### config.mk
export PLATFORM = sky130hd
export DESIGN_NAME = seq_detect_param
export DESIGN_NICKNAME = d
export VERILOG_FILES = /design/src/rtl/seq_detect_param.sv
export SDC_FILE = /design/constraint.sdc
export NUM_CORES = 1
export LEC_CHECK = 0
export ABC_CLOCK_PERIOD_IN_PS = 2540
export BUFFER_PORTS_ARGS = -buffer_cell sky130_fd_sc_hd__buf_2
export CORE_MARGIN = 3
export CORE_UTILIZATION = 50
export DETAILED_ROUTE_END_ITERATION = 8
export GPL_TIMING_DRIVEN = 0
export PLACE_DENSITY = 0.78
export SLEW_MARGIN = 0
export SYNTH_ARGS = -nofsm -noshare
export SYNTH_HDL_FRONTEND = slang
export SYNTH_SLANG_ARGS = --single-unit
### constraint.sdc
create_clock -name clk -period 2.54 [get_ports clk]
set_input_delay 0.635 -clock clk [delete_from_list [all_inputs] [get_ports clk]]
set_output_delay 0.635 -clock clk [all_outputs]
set_load 0.02 [all_outputs]
### src/rtl/seq_detect_param.sv
// Serial pattern detector: WIDTH-bit loadable pattern, overlap/non-overlap, Mealy/Moore det, saturating match count.
// Latency: Mealy det is combinational with the matching bit; Moore det follows one cycle after it.
// Backpressure: none; the block is always ready and in_vld qualifies each input bit.
module seq_detect_param #(
    parameter int               WIDTH    = 3,
    parameter logic [WIDTH-1:0] PAT_INIT = 3'b101,
    parameter int               CNT_W    = 8
) (
    input  logic             clk,
    input  logic             rst,
    input  logic             inp,
    input  logic             in_vld,
    input  logic [WIDTH-1:0] pat,
    input  logic             load,
    input  logic             overlap,
    input  logic             moore,
    input  logic             cnt_clr,
    output logic             det,
    output logic [CNT_W-1:0] count,
    output logic             ovf
);

    // fill only ever needs to reach WIDTH-1, so clog2(WIDTH) bits suffice.
    localparam int               FILL_W   = $clog2(WIDTH);
    localparam logic [FILL_W-1:0] FILL_MAX = FILL_W'(WIDTH - 1);
    localparam logic [CNT_W-1:0]  CNT_MAX  = '1;

    logic [WIDTH-1:0]  pat_q;
    logic [WIDTH-1:0]  pat_nxt;
    logic [WIDTH-2:0]  hist;
    logic [WIDTH-2:0]  hist_nxt;
    logic [WIDTH-2:0]  hist_shift;
    logic [FILL_W-1:0] fill;
    logic [FILL_W-1:0] fill_nxt;
    logic [FILL_W-1:0] fill_inc;
    logic              det_q;
    logic              hit;
    logic [CNT_W-1:0]  count_nxt;
    logic              ovf_nxt;

    // A match needs a full history window; load cycles never match because
    // the incoming bit is discarded and the pattern is being replaced.
    assign hit = in_vld & ~load & (fill == FILL_MAX) & ({hist, inp} == pat_q);

    // Both det paths are always live; moore only picks which one is visible.
    assign det = moore ? det_q : hit;

    // History shift: the oldest bit drops off the top, the new bit enters at the bottom.
    generate
        if (WIDTH == 2) begin : g_shift_w2
            assign hist_shift = inp;
        end else begin : g_shift_wn
            assign hist_shift = {hist[WIDTH-3:0], inp};
        end
    endgenerate

    // Saturating increment of the valid-bit count.
    assign fill_inc = (fill == FILL_MAX) ? FILL_MAX : fill + FILL_W'(1);

    // Pattern and history next state: load wins, then a non-overlapping hit
    // discards the matched bits, otherwise a valid bit shifts in.
    always_comb begin
        pat_nxt  = pat_q;
        hist_nxt = hist;
        fill_nxt = fill;
        if (load) begin
            pat_nxt  = pat;
            hist_nxt = '0;
            fill_nxt = '0;
        end else if (in_vld) begin
            if (hit && !overlap) begin
                hist_nxt = '0;
                fill_nxt = '0;
            end else begin
                hist_nxt = hist_shift;
                fill_nxt = fill_inc;
            end
        end
    end

    // Match counter next state: clear beats a coincident hit; a hit at
    // saturation leaves count alone and raises the sticky overflow flag.
    always_comb begin
        count_nxt = count;
        ovf_nxt   = ovf;
        if (cnt_clr) begin
            count_nxt = '0;
            ovf_nxt   = 1'b0;
        end else if (hit) begin
            if (count != CNT_MAX) begin
                count_nxt = count + CNT_W'(1);
            end else begin
                ovf_nxt = 1'b1;
            end
        end
    end

    // Detector state registers; reset restores the power-on pattern and empty history.
    always_ff @(posedge clk or negedge rst) begin
        if (!rst) begin
            pat_q <= PAT_INIT;
            hist  <= '0;
            fill  <= '0;
            det_q <= 1'b0;
        end else begin
            pat_q <= pat_nxt;
            hist  <= hist_nxt;
            fill  <= fill_nxt;
            det_q <= hit;
        end
    end

    // Counter registers; load has no effect on these.
    always_ff @(posedge clk or negedge rst) begin
        if (!rst) begin
            count <= '0;
            ovf   <= 1'b0;
        end else begin
            count <= count_nxt;
            ovf   <= ovf_nxt;
        end
    end

endmodule

==> summary.md, run 1 <==
| Metric | Value |
|---|---|
| Violation count after the first detailed-route iteration | `4` |
| Post-CTS setup-driven buffer insertion count | `0` |
| Net Switching | `0.115 mW` |
| Length of routed met2 wiring | `853 um` |
| Worst setup margin | `184 ps` |
| Most frequent standard cell in the layout excluding fill and tap cells | `sky130_fd_sc_hd__buf_2` |
| Wirelength per Cell | `13.8 um` |
| Pwr per Cell Area | `459 nW/um2` |
| Slowest cell on the critical path | `sky130_fd_sc_hd__dfrtp_1` |
| Sequential cell area fraction in the yosys report | `0.468` |
| Die area | `2380 um2` |
| Post-layout net count | `121` |
| Pre-CTS setup slack | `257 ps` |
| Worst min path class | `input port to async pin` |
| Status | `finished clean` |
| Clock tree from TritonCTS | `done` |
| Top layer reached by signal wires | `met4` |
| Crit Reg-Reg Startpoint | `fill[0]$_DFFE_PN0P_` |
| Critical path, cell by cell | `inv_1, ha_1, and3b_2, nand4_4, buf_6, o21ai_0, buf_2` |
| Setup repair after global routing missed its margin | `no` |
| Number of top-level pins | `21` |
| Total power after layout | `0.488 mW` |
| Clock net sink count | `17` |
| Total negative setup slack | `0 ps` |
| Peak VDD IR | `0.000465 V` |
| Cells on worst reg2reg path | `6` |
| Routed metal-1 wirelength | `835 um` |
| Count of endpoints failing hold in the final timing report | `0` |
| Setup violations, final | `0` |
| Yosys reg bits | `17` |
| WHS | `246 ps` |
| Number of buffer cells added on primary ports | `19` |
| Post-layout util | `0.661` |
| Total routing usage reported by global routing | `0.161` |
| CP endpoint kind | `output port` |
| First-pass GRT wire length | `2980 um` |
| Nature of the critical path startpoint | `flip-flop` |
| Num CTS Buffers | `3` |
| Antenna Nets Post-Route | `0` |
| Post-CTS Hold Buffers | `0` |
| Pin slew with the least headroom to its limit | `431 ps` |
| Post-Syn Instances | `83` |
| Setup clock skew after layout | `9.07 ps` |
| Worst slew margin relative to its limit | `0.712` |
| Die outline width | `48.7 um` |
| First-pass DRT Iterations | `4` |
| Total count of max-transition violations in the final report | `0` |
| Maximum buffer depth of the clock tree | `2` |
| Share of cells above drive strength 1 | `0.321` |
| CP peak stage delay | `390 ps` |
| Max Clk Rate | `425 MHz` |
| Number of buffers and inverters on the critical path | `3` |
| Worst path required time | `1900 ps` |
| Total number of vias | `711` |
| Routed wire length on met3 | `95 um` |
| Number of antenna violations at the first check in global routing | `0` |
| Crit Path Max Fanout | `10` |
| Distinct cells, synth | `28` |
| Total inserted antenna cells | `0` |
| Leftover overflow at the end of global routing | `0` |
| Number of global-route vias before repair | `693` |
| Time the worst path needs with I/O delays and setup | `2360 ps` |
| Kind of cell adding the most delay to the critical path | `buffers and inverters` |
| Synthesized area | `913 um2` |
| Part of the power in combinational logic | `0.114` |
| Final Cycle Share | `0.927` |
| Initial core utilization | `0.567` |
| Register share of total power | `0.600` |
| CP Data Arrival Time | `1720 ps` |
| Leakage | `0.480 nW` |
| Vertical die dimension | `48.7 um` |
| Type of the setup path with the least slack | `flip-flop to output port` |
| Post-CTS clock slew at the launch and capture registers of the worst setup and hold paths | `100 ps` |
| Maximum level of the CTS H-tree | `1` |
| Post-Synthesis Mean Instance Area | `11.0 um2` |
| Routability congestion estimate | `0.812` |
| Internal power | `0.373 mW` |
| Relative area change from synthesis to final layout | `16.6%` |
| Worst R2R Setup Slack | `840 ps` |
| Total of warnings raised by yosys | `0` |
| Ratio of routed vias to standard cells | `5.47` |
| Post-cts repair resize count | `0` |
| Count of standard-cell rows | `14` |
| Placed wire-length estimate | `1390 um` |
| Core area | `1610 um2` |
| Highest-count cells in the layout ignoring fill and taps | `sky130_fd_sc_hd__buf_2 (19), sky130_fd_sc_hd__dfrtp_1 (15), sky130_fd_sc_hd__a21oi_1 (8), sky130_fd_sc_hd__nor2_1 (7), sky130_fd_sc_hd__o21ai_0 (6)` |
| Sum of routed wire length over all layers | `1800 um` |
| Net count after synthesis | `97` |
| Pin count of the biggest net entering global routing | `18` |
| Count of unresolved DRC violations after routing | `0` |
| Clock share of power | `0.287` |
| Fraction of power spent switching nets | `0.236` |
| Source-to-sink clock delay at the later pin of the worst-skew pair | `290 ps` |
| Clk Tree Root Cell | `sky130_fd_sc_hd__clkbuf_4` |
| Worst r2r dst | `count[5]$_DFFE_PN0P_` |
| Max-capacitance violation count | `0` |
## metrics by stage
step,cell area (um2),instances
finish,1060,130
global route,1060,130
global placement,1040,126
floorplan,913,83
CTS,1060,130
detailed placement,1040,126
## layer usage
metal	up-vias	GRT usage
li1	353	-
met1	337	0.206
met2	19	0.256
met3	2	0.0552
met4	0	0.0474
met5	-	0
## sequential cells by signal, indices dropped and copies added, names as in the netlist
| signal | flops |
|---|---|
| count | 8 |
| pat_q | 3 |
| hist | 2 |
| det_q | 1 |
| fill | 2 |
| ovf | 1 |
## cell families (layout without fill, tap and decap cells)
| family | count (synthesis) | after routing | synth area share |
|---|---|---|---|
| adders and majority gates | 3 | 3 | 0.0411 |
| xor gates and xnor gates | 3 | 3 | 0.0658 |
| muxes | 5 | 5 | 0.0589 |
| AOI/OAI and AO/OA | 20 | 20 | 0.134 |
| buffers and inverters | 5 | 28 | 0.0288 |
| and+or+nand+nor | 30 | 30 | 0.203 |
| DFF | 17 | 17 | 0.468 |
## cell type report
cell class / count / area [um2]
buffer: 2 / 15.0
tap: 24 / 30.0
inverter: 3 / 11.3
fill: 140 / 547
clock buffer: 4 / 26.3
sequential: 17 / 428
timing repair buffer: 19 / 95.1
multi-input combinational: 61 / 459
## power groups by stage
stage / logic [mW] / registers, mW / clock network (mW)
finish: 0.0555 / 0.293 / 0.140
floorplan: 0.0366 / 0.296 / 0
global route: 0.0608 / 0.295 / 0.157
CTS: 0.0566 / 0.293 / 0.143
detailed placement: 0.0566 / 0.298 / 0
global placement: 0.0535 / 0.298 / 0
## how the worst max path moves through the flow
stage	start	endpoint	slack (ps)	cells past startpoint
2_1_floorplan	load	det	290	4
3_3_place_gp	load	det	260	6
3_5_place_dp	load	det	260	6
4_1_cts	fill[0]$_DFFE_PN0P_	det	180	7
5_1_grt	fill[0]$_DFFE_PN0P_	det	40	7
6_report	fill[0]$_DFFE_PN0P_	det	180	7
## cells in the mapped netlist
cell type                  instances  share of area
sky130_fd_sc_hd__a21oi_1           8          0.044
sky130_fd_sc_hd__a32o_1            3          0.033
sky130_fd_sc_hd__and2b_2           1         0.0096
sky130_fd_sc_hd__and3_1            1         0.0069
sky130_fd_sc_hd__and3b_2           1          0.011
sky130_fd_sc_hd__buf_1             1         0.0041
sky130_fd_sc_hd__buf_6             1          0.012
sky130_fd_sc_hd__dfrtp_1          15           0.41
sky130_fd_sc_hd__dfstp_2           2          0.058
sky130_fd_sc_hd__ha_1              3          0.041
sky130_fd_sc_hd__inv_1             3          0.012
sky130_fd_sc_hd__mux2_2            3          0.037
sky130_fd_sc_hd__mux2i_1           2          0.022
sky130_fd_sc_hd__nand2_1           2         0.0082
sky130_fd_sc_hd__nand2b_1          4          0.027
sky130_fd_sc_hd__nand3_1           3          0.016
sky130_fd_sc_hd__nand3b_1          1         0.0082
sky130_fd_sc_hd__nand4_1           2          0.014
sky130_fd_sc_hd__nand4_4           1          0.023
sky130_fd_sc_hd__nor2_1            7          0.029
sky130_fd_sc_hd__nor3_1            1         0.0055
sky130_fd_sc_hd__nor4_1            1         0.0069
sky130_fd_sc_hd__o21ai_0           6          0.033
sky130_fd_sc_hd__o31ai_1           3          0.025
sky130_fd_sc_hd__or3_1             3          0.021
sky130_fd_sc_hd__or4_1             2          0.016
sky130_fd_sc_hd__xnor2_2           2          0.036
sky130_fd_sc_hd__xnor2_4           1          0.030
(Power assumes the default switching activity.)
==> inputs of run 2 (changes only) <==
- MAX_ROUTING_LAYER: unset -> met4
==> run 2 against run 1 <==
  * Non-clock buffer count is the same
  * Sequential power hardly changed
  * Critical endpoint unchanged
  * First-iteration DRC count is the same
  * Setup slack is essentially flat
  * Combinational power about the same
  * Register-to-register slack is essentially flat
  * Wire length unchanged
  * Core utilization unchanged
  * Maximum frequency about the same
  * Via count is the same
  * Sequential cell count is the same
==> summary.md, run 2 (synthesis gave the netlist of run 1 again) <==
| Metric | Value |
|---|---|
| Final Cycle Share | `0.927` |
| Clk Tree Root Cell | `sky130_fd_sc_hd__clkbuf_4` |
| Top layer reached by signal wires | `met4` |
| Die outline width | `48.7 um` |
| Number of antenna violations at the first check in global routing | `0` |
| Leakage | `0.480 nW` |
| Clock net sink count | `17` |
| Status | `finished clean` |
| Worst r2r dst | `count[5]$_DFFE_PN0P_` |
| Vertical die dimension | `48.7 um` |
| Pin count of the biggest net entering global routing | `18` |
| Most flop-heavy register | `count` |
| Clock share of power | `0.287` |
| Worst min path class | `input port to async pin` |
| Worst path required time | `1900 ps` |
| Post-CTS clock slew at the launch and capture registers of the worst setup and hold paths | `100 ps` |
| Area taken by multi-input logic gates | `459 um2` |
| Fraction of power spent switching nets | `0.236` |
| Max-capacitance violation count | `0` |
| Count of endpoints failing hold in the final timing report | `0` |
| Pwr per Cell Area | `459 nW/um2` |
| Ratio of routed vias to standard cells | `5.47` |
| Slowest cell on the critical path | `sky130_fd_sc_hd__dfrtp_1` |
| Maximum level of the CTS H-tree | `1` |
| Initial core utilization | `0.567` |
| Post-cts repair resize count | `0` |
| Wirelength per Cell | `13.8 um` |
| Part of the power in combinational logic | `0.114` |
| Setup clock skew after layout | `9.07 ps` |
| Number of buffers and inverters on the critical path | `3` |
| Worst setup margin | `184 ps` |
| Fin area | `1060 um2` |
| Largest registers | `count x8, pat_q x3` |
| Pin slew with the least headroom to its limit | `431 ps` |
| Pre-CTS setup slack | `257 ps` |
| Count of unresolved DRC violations after routing | `0` |
| Register share of total power | `0.600` |
| Filler Cells Inserted | `140` |
| Violation count after the first detailed-route iteration | `4` |
| Crit Path Max Fanout | `10` |
| Internal power | `0.373 mW` |
| Post-layout net count | `121` |
| Routed wire length on met3 | `95 um` |
| Clock tree from TritonCTS | `done` |
| Count of standard-cell rows | `14` |
| Antenna Nets Post-Route | `0` |
| CP Data Arrival Time | `1720 ps` |
| Number of buffer cells added on primary ports | `19` |
| First-pass GRT wire length | `2990 um` |
| Post-CTS setup-driven buffer insertion count | `0` |
| Kind of cell adding the most delay to the critical path | `buffers and inverters` |
| Cells on worst reg2reg path | `6` |
| Critical path, cell by cell | `inv_1, ha_1, and3b_2, nand4_4, buf_6, o21ai_0, buf_2` |
| Total count of max-transition violations in the final report | `0` |
| Flip-flop count of the largest register, all copies and words added | `8` |
| Nature of the critical path startpoint | `flip-flop` |
| Core area | `1610 um2` |
| Total negative setup slack | `0 ps` |
| Net Switching | `0.115 mW` |
| Time the worst path needs with I/O delays and setup | `2360 ps` |
| Placed wire-length estimate | `1390 um` |
| Register Area | `428 um2` |
| Maximum buffer depth of the clock tree | `2` |
| Total routing usage reported by global routing | `0.165` |
| Die area | `2380 um2` |
| Worst slew margin relative to its limit | `0.712` |
| Sum of routed wire length over all layers | `1800 um` |
| CP endpoint kind | `output port` |
| Worst R2R Setup Slack | `840 ps` |
| Source-to-sink clock delay at the later pin of the worst-skew pair | `290 ps` |
| Type of the setup path with the least slack | `flip-flop to output port` |
| Num CTS Buffers | `3` |
| Routed metal-1 wirelength | `835 um` |
| Highest-count cells in the layout ignoring fill and taps | `sky130_fd_sc_hd__buf_2 (19), sky130_fd_sc_hd__dfrtp_1 (15), sky130_fd_sc_hd__a21oi_1 (8), sky130_fd_sc_hd__nor2_1 (7), sky130_fd_sc_hd__o21ai_0 (6)` |
| Routability congestion estimate | `0.824` |
| Cell area after placement | `1040 um2` |
| Crit Reg-Reg Startpoint | `fill[0]$_DFFE_PN0P_` |
| Setup violations, final | `0` |
| Leftover overflow at the end of global routing | `0` |
| Post-CTS Hold Buffers | `0` |
| Most frequent standard cell in the layout excluding fill and tap cells | `sky130_fd_sc_hd__buf_2` |
| Total number of vias | `711` |
| Max Clk Rate | `425 MHz` |
| Number of global-route vias before repair | `693` |
| Setup repair after global routing missed its margin | `no` |
| Peak VDD IR | `0.000465 V` |
| First-pass DRT Iterations | `4` |
| Length of routed met2 wiring | `853 um` |
| Number of top-level pins | `21` |
| Share of cells above drive strength 1 | `0.321` |
| Relative area change from synthesis to final layout | `16.6%` |
| Total inserted antenna cells | `0` |
| CP peak stage delay | `390 ps` |
-- run 2: cell counts in the layout (fill, tap and decap cells not counted) --
Identical to the previous run, type by type.
-- run 2: final cells by class --
type                            instances  share of cell area
Clock buffer                            4              0.0247
Multi-Input combinational cell         61               0.431
Inverter                                3              0.0106
Buffer                                  2              0.0141
Tap cell                               24              0.0282
Timing Repair Buffer                   19              0.0893
Sequential cell                        17               0.402
-- run 2: worst max path at each step --
stage                        startpoint   to  depth (start not counted)
CTS                 fill[0]$_DFFE_PN0P_  det                          7
finish              fill[0]$_DFFE_PN0P_  det                          7
floorplan                          load  det                          4
global route        fill[0]$_DFFE_PN0P_  det                          7
detailed placement                 load  det                          6
global placement                   load  det                          6
-- run 2: stage by stage --
stage	hold slack [ps]	power (mW)	std cells	util
2_1_floorplan	339	0.333	83	-
3_3_place_gp	478	0.351	126	0.644
3_5_place_dp	492	0.355	126	0.644
4_1_cts	262	0.493	130	0.661
5_1_grt	253	0.512	130	0.661
6_report	246	0.488	130	0.661
-- run 2: power by group through the flow --
stage          Clock [mW]  Sequential (mW)  Combinational [mW]
4_1_cts             0.143            0.293              0.0566
5_1_grt             0.157            0.295              0.0608
3_5_place_dp            0            0.298              0.0566
6_report            0.140            0.293              0.0555
2_1_floorplan           0            0.296              0.0366
3_3_place_gp            0            0.298              0.0535
-- run 2: layer usage --
layer	vias up	track usage
li1	353	-
met1	337	0.206
met2	19	0.256
met3	2	0.0552
met4	0	0.0474
met5	-	-
-- run 2: worst reg2reg max path: stages, from the launching register on --
cell and delay [ps]:
sky130_fd_sc_hd__dfrtp_1 390, sky130_fd_sc_hd__inv_1 90, sky130_fd_sc_hd__ha_1 140, sky130_fd_sc_hd__and3b_2 200, sky130_fd_sc_hd__nand4_4 130, sky130_fd_sc_hd__or4_1 530, sky130_fd_sc_hd__a21oi_1 150
==> inputs of run 3 (changes only) <==
- SETUP_SLACK_MARGIN: unset -> 0.4
==> run 3 against run 2 <==
  * Clock-buffer cell count shrank 1
  * Cell count grew 2.3%
  * Via count grew 7.0%
  * Register-to-register slack lost 150 ps
==> summary.md, run 3 (synthesis gave the netlist of run 1 again) <==
| Metric | Value |
|---|---|
| Status | `finished clean` |
| Maximum level of the CTS H-tree | `1` |
| Total count of max-transition violations in the final report | `0` |
| Type of the setup path with the least slack | `flip-flop to output port` |
| Wirelength per Cell | `15.2 um` |
| Critical path, cell by cell | `inv_2, ha_4, and3b_2, nand4_4, buf_6, o21ai_4, buf_6` |
| Most flop-heavy register | `count` |
| Nature of the critical path startpoint | `flip-flop` |
| CP peak stage delay | `410 ps` |
| Ratio of routed vias to standard cells | `5.72` |
| Clk Tree Root Cell | `sky130_fd_sc_hd__clkbuf_4` |
| Maximum buffer depth of the clock tree | `2` |
| Total routing usage reported by global routing | `0.186` |
| CP endpoint kind | `output port` |
| First-pass DRT Iterations | `4` |
| Relative area change from synthesis to final layout | `22.5%` |
| Slowest cell on the critical path | `sky130_fd_sc_hd__dfrtp_1` |
| Pin count of the biggest net entering global routing | `18` |
| Core area | `1610 um2` |
| Die outline width | `48.7 um` |
| Total negative setup slack | `0 ps` |
| Leakage | `0.499 nW` |
| Number of antenna violations at the first check in global routing | `0` |
| Setup clock skew after layout | `3.38 ps` |
| Sum of routed wire length over all layers | `2020 um` |
| Time the worst path needs with I/O delays and setup | `2240 ps` |
| Post-CTS Hold Buffers | `0` |
| Crit Path Max Fanout | `2` |
| Antenna Nets Post-Route | `0` |
| Worst slew margin relative to its limit | `0.700` |
| Number of buffer cells added on primary ports | `19` |
| Worst min path class | `input port to async pin` |
| Count of standard-cell rows | `14` |
| Number of global-route vias before repair | `744` |
| Cells on worst reg2reg path | `7` |
| Post-layout net count | `124` |
| Most common cell on crit path | `sky130_fd_sc_hd__buf_6` |
| Post-CTS clock slew at the launch and capture registers of the worst setup and hold paths | `110 ps` |
| Initial core utilization | `0.567` |
| Highest-count cells in the layout ignoring fill and taps | `sky130_fd_sc_hd__buf_2 (18), sky130_fd_sc_hd__dfrtp_1 (15), sky130_fd_sc_hd__a21oi_1 (8), sky130_fd_sc_hd__nor2_1 (7), sky130_fd_sc_hd__o21ai_0 (5)` |
| Count of unresolved DRC violations after routing | `0` |
| Count of endpoints failing hold in the final timing report | `0` |
| Die area | `2380 um2` |
| Num CTS Buffers | `3` |
| Leftover overflow at the end of global routing | `0` |
| Clock net sink count | `17` |
| Setup repair after global routing missed its margin | `yes` |
| Most frequent standard cell in the layout excluding fill and tap cells | `sky130_fd_sc_hd__buf_2` |
| Filler Cells Inserted | `133` |
| CP Data Arrival Time | `1600 ps` |
| First-pass GRT wire length | `3350 um` |
| Max Clk Rate | `447 MHz` |
| Vertical die dimension | `48.7 um` |
| Placed wire-length estimate | `1390 um` |
| Final Cycle Share | `0.880` |
| Setup violations, final | `0` |
| Post-Place Cells | `126` |
| Number of top-level pins | `21` |
| Total inserted antenna cells | `0` |
| Finished Layout Cells | `133` |
| Routability congestion estimate | `0.782` |
| Total number of vias | `761` |
| Max-capacitance violation count | `0` |
| Pwr per Cell Area | `453 nW/um2` |
| Clock tree from TritonCTS | `done` |
| Worst path required time | `1900 ps` |
| Flip-flop count of the largest register, all copies and words added | `8` |
| Share of cells above drive strength 1 | `0.376` |
| Pin slew with the least headroom to its limit | `451 ps` |
| Source-to-sink clock delay at the later pin of the worst-skew pair | `290 ps` |
| Violation count after the first detailed-route iteration | `16` |
| Peak VDD IR | `0.000354 V` |
| Largest registers | `count x8, pat_q x3` |
run 3: critical path, delay by kind of cell, from the launching register on:
family                     cells  cell delay [ps]
AOI/OAI and AO/OA              1              110
adders and majority gates      1              120
buffers and inverters          3              370
DFF                            1              410
and+or+nand+nor                2              300
run 3: worst paths after layout:
path                                          start                   end  slack (ps)
worst max-delay path            fill[0]$_DFFE_PN0P_                   det         300
worst min-delay path                            rst  count[6]$_DFFE_PN0P_         240
worst max register to register  fill[0]$_DFFE_PN0P_  count[5]$_DFFE_PN0P_         690
worst min register to register      ovf$_DFFE_PN0P_       ovf$_DFFE_PN0P_         520
max in group asynchronous                       rst  pat_q[0]$_DFFE_PN1P_        1980
min in group clk                    ovf$_DFFE_PN0P_       ovf$_DFFE_PN0P_         520
run 3: what timing repair did:
| item | CTS | global route |
|---|---|---|
| pin swaps | 1 | 1 |
| endpoints found under the setup margin | 1 | 1 |
| resized for setup | 4 | 3 |
| setup buffers | 3 | 0 |
run 3: cell type report:
| type | instances | area [um2] | area share |
|---|---|---|---|
| tap | 24 | 30.0 | 0.0268 |
| sequential | 17 | 428 | 0.383 |
| timing repair buffer | 22 | 124 | 0.111 |
| inverter | 3 | 11.3 | 0.0101 |
| clock buffer | 3 | 22.5 | 0.0201 |
| clock inverter | 1 | 5.00 | 0.00447 |
| buffer | 2 | 15.0 | 0.0134 |
| multi-input combinational | 61 | 483 | 0.432 |
run 3: layer usage:
| metal | part of all wire | track usage |
|---|---|---|
| met5 | 0 | - |
| met4 | 0.014 | 0.0758 |
| met3 | 0.072 | 0.0337 |
| met2 | 0.46 | 0.285 |
| met1 | 0.45 | 0.242 |
run 3: through the flow:
step | area [um2] | hold WS, ps | setup slack (ps) | utilization | power (mW)
after floorplan | 913 | 339 | 449 | - | 0.333
after detailed placement | 1040 | 488 | 283 | 0.644 | 0.356
after global placement | 1040 | 480 | 296 | 0.644 | 0.351
final | 1120 | 242 | 304 | 0.694 | 0.507
after global routing | 1120 | 256 | 219 | 0.694 | 0.529
after CTS | 1100 | 257 | 291 | 0.681 | 0.505
run 3: power by group:
group          switching [mW]  internal [mW]
clock                  0.0932         0.0585
sequential             0.0116          0.282
combinational          0.0284         0.0325
total                   0.133          0.373
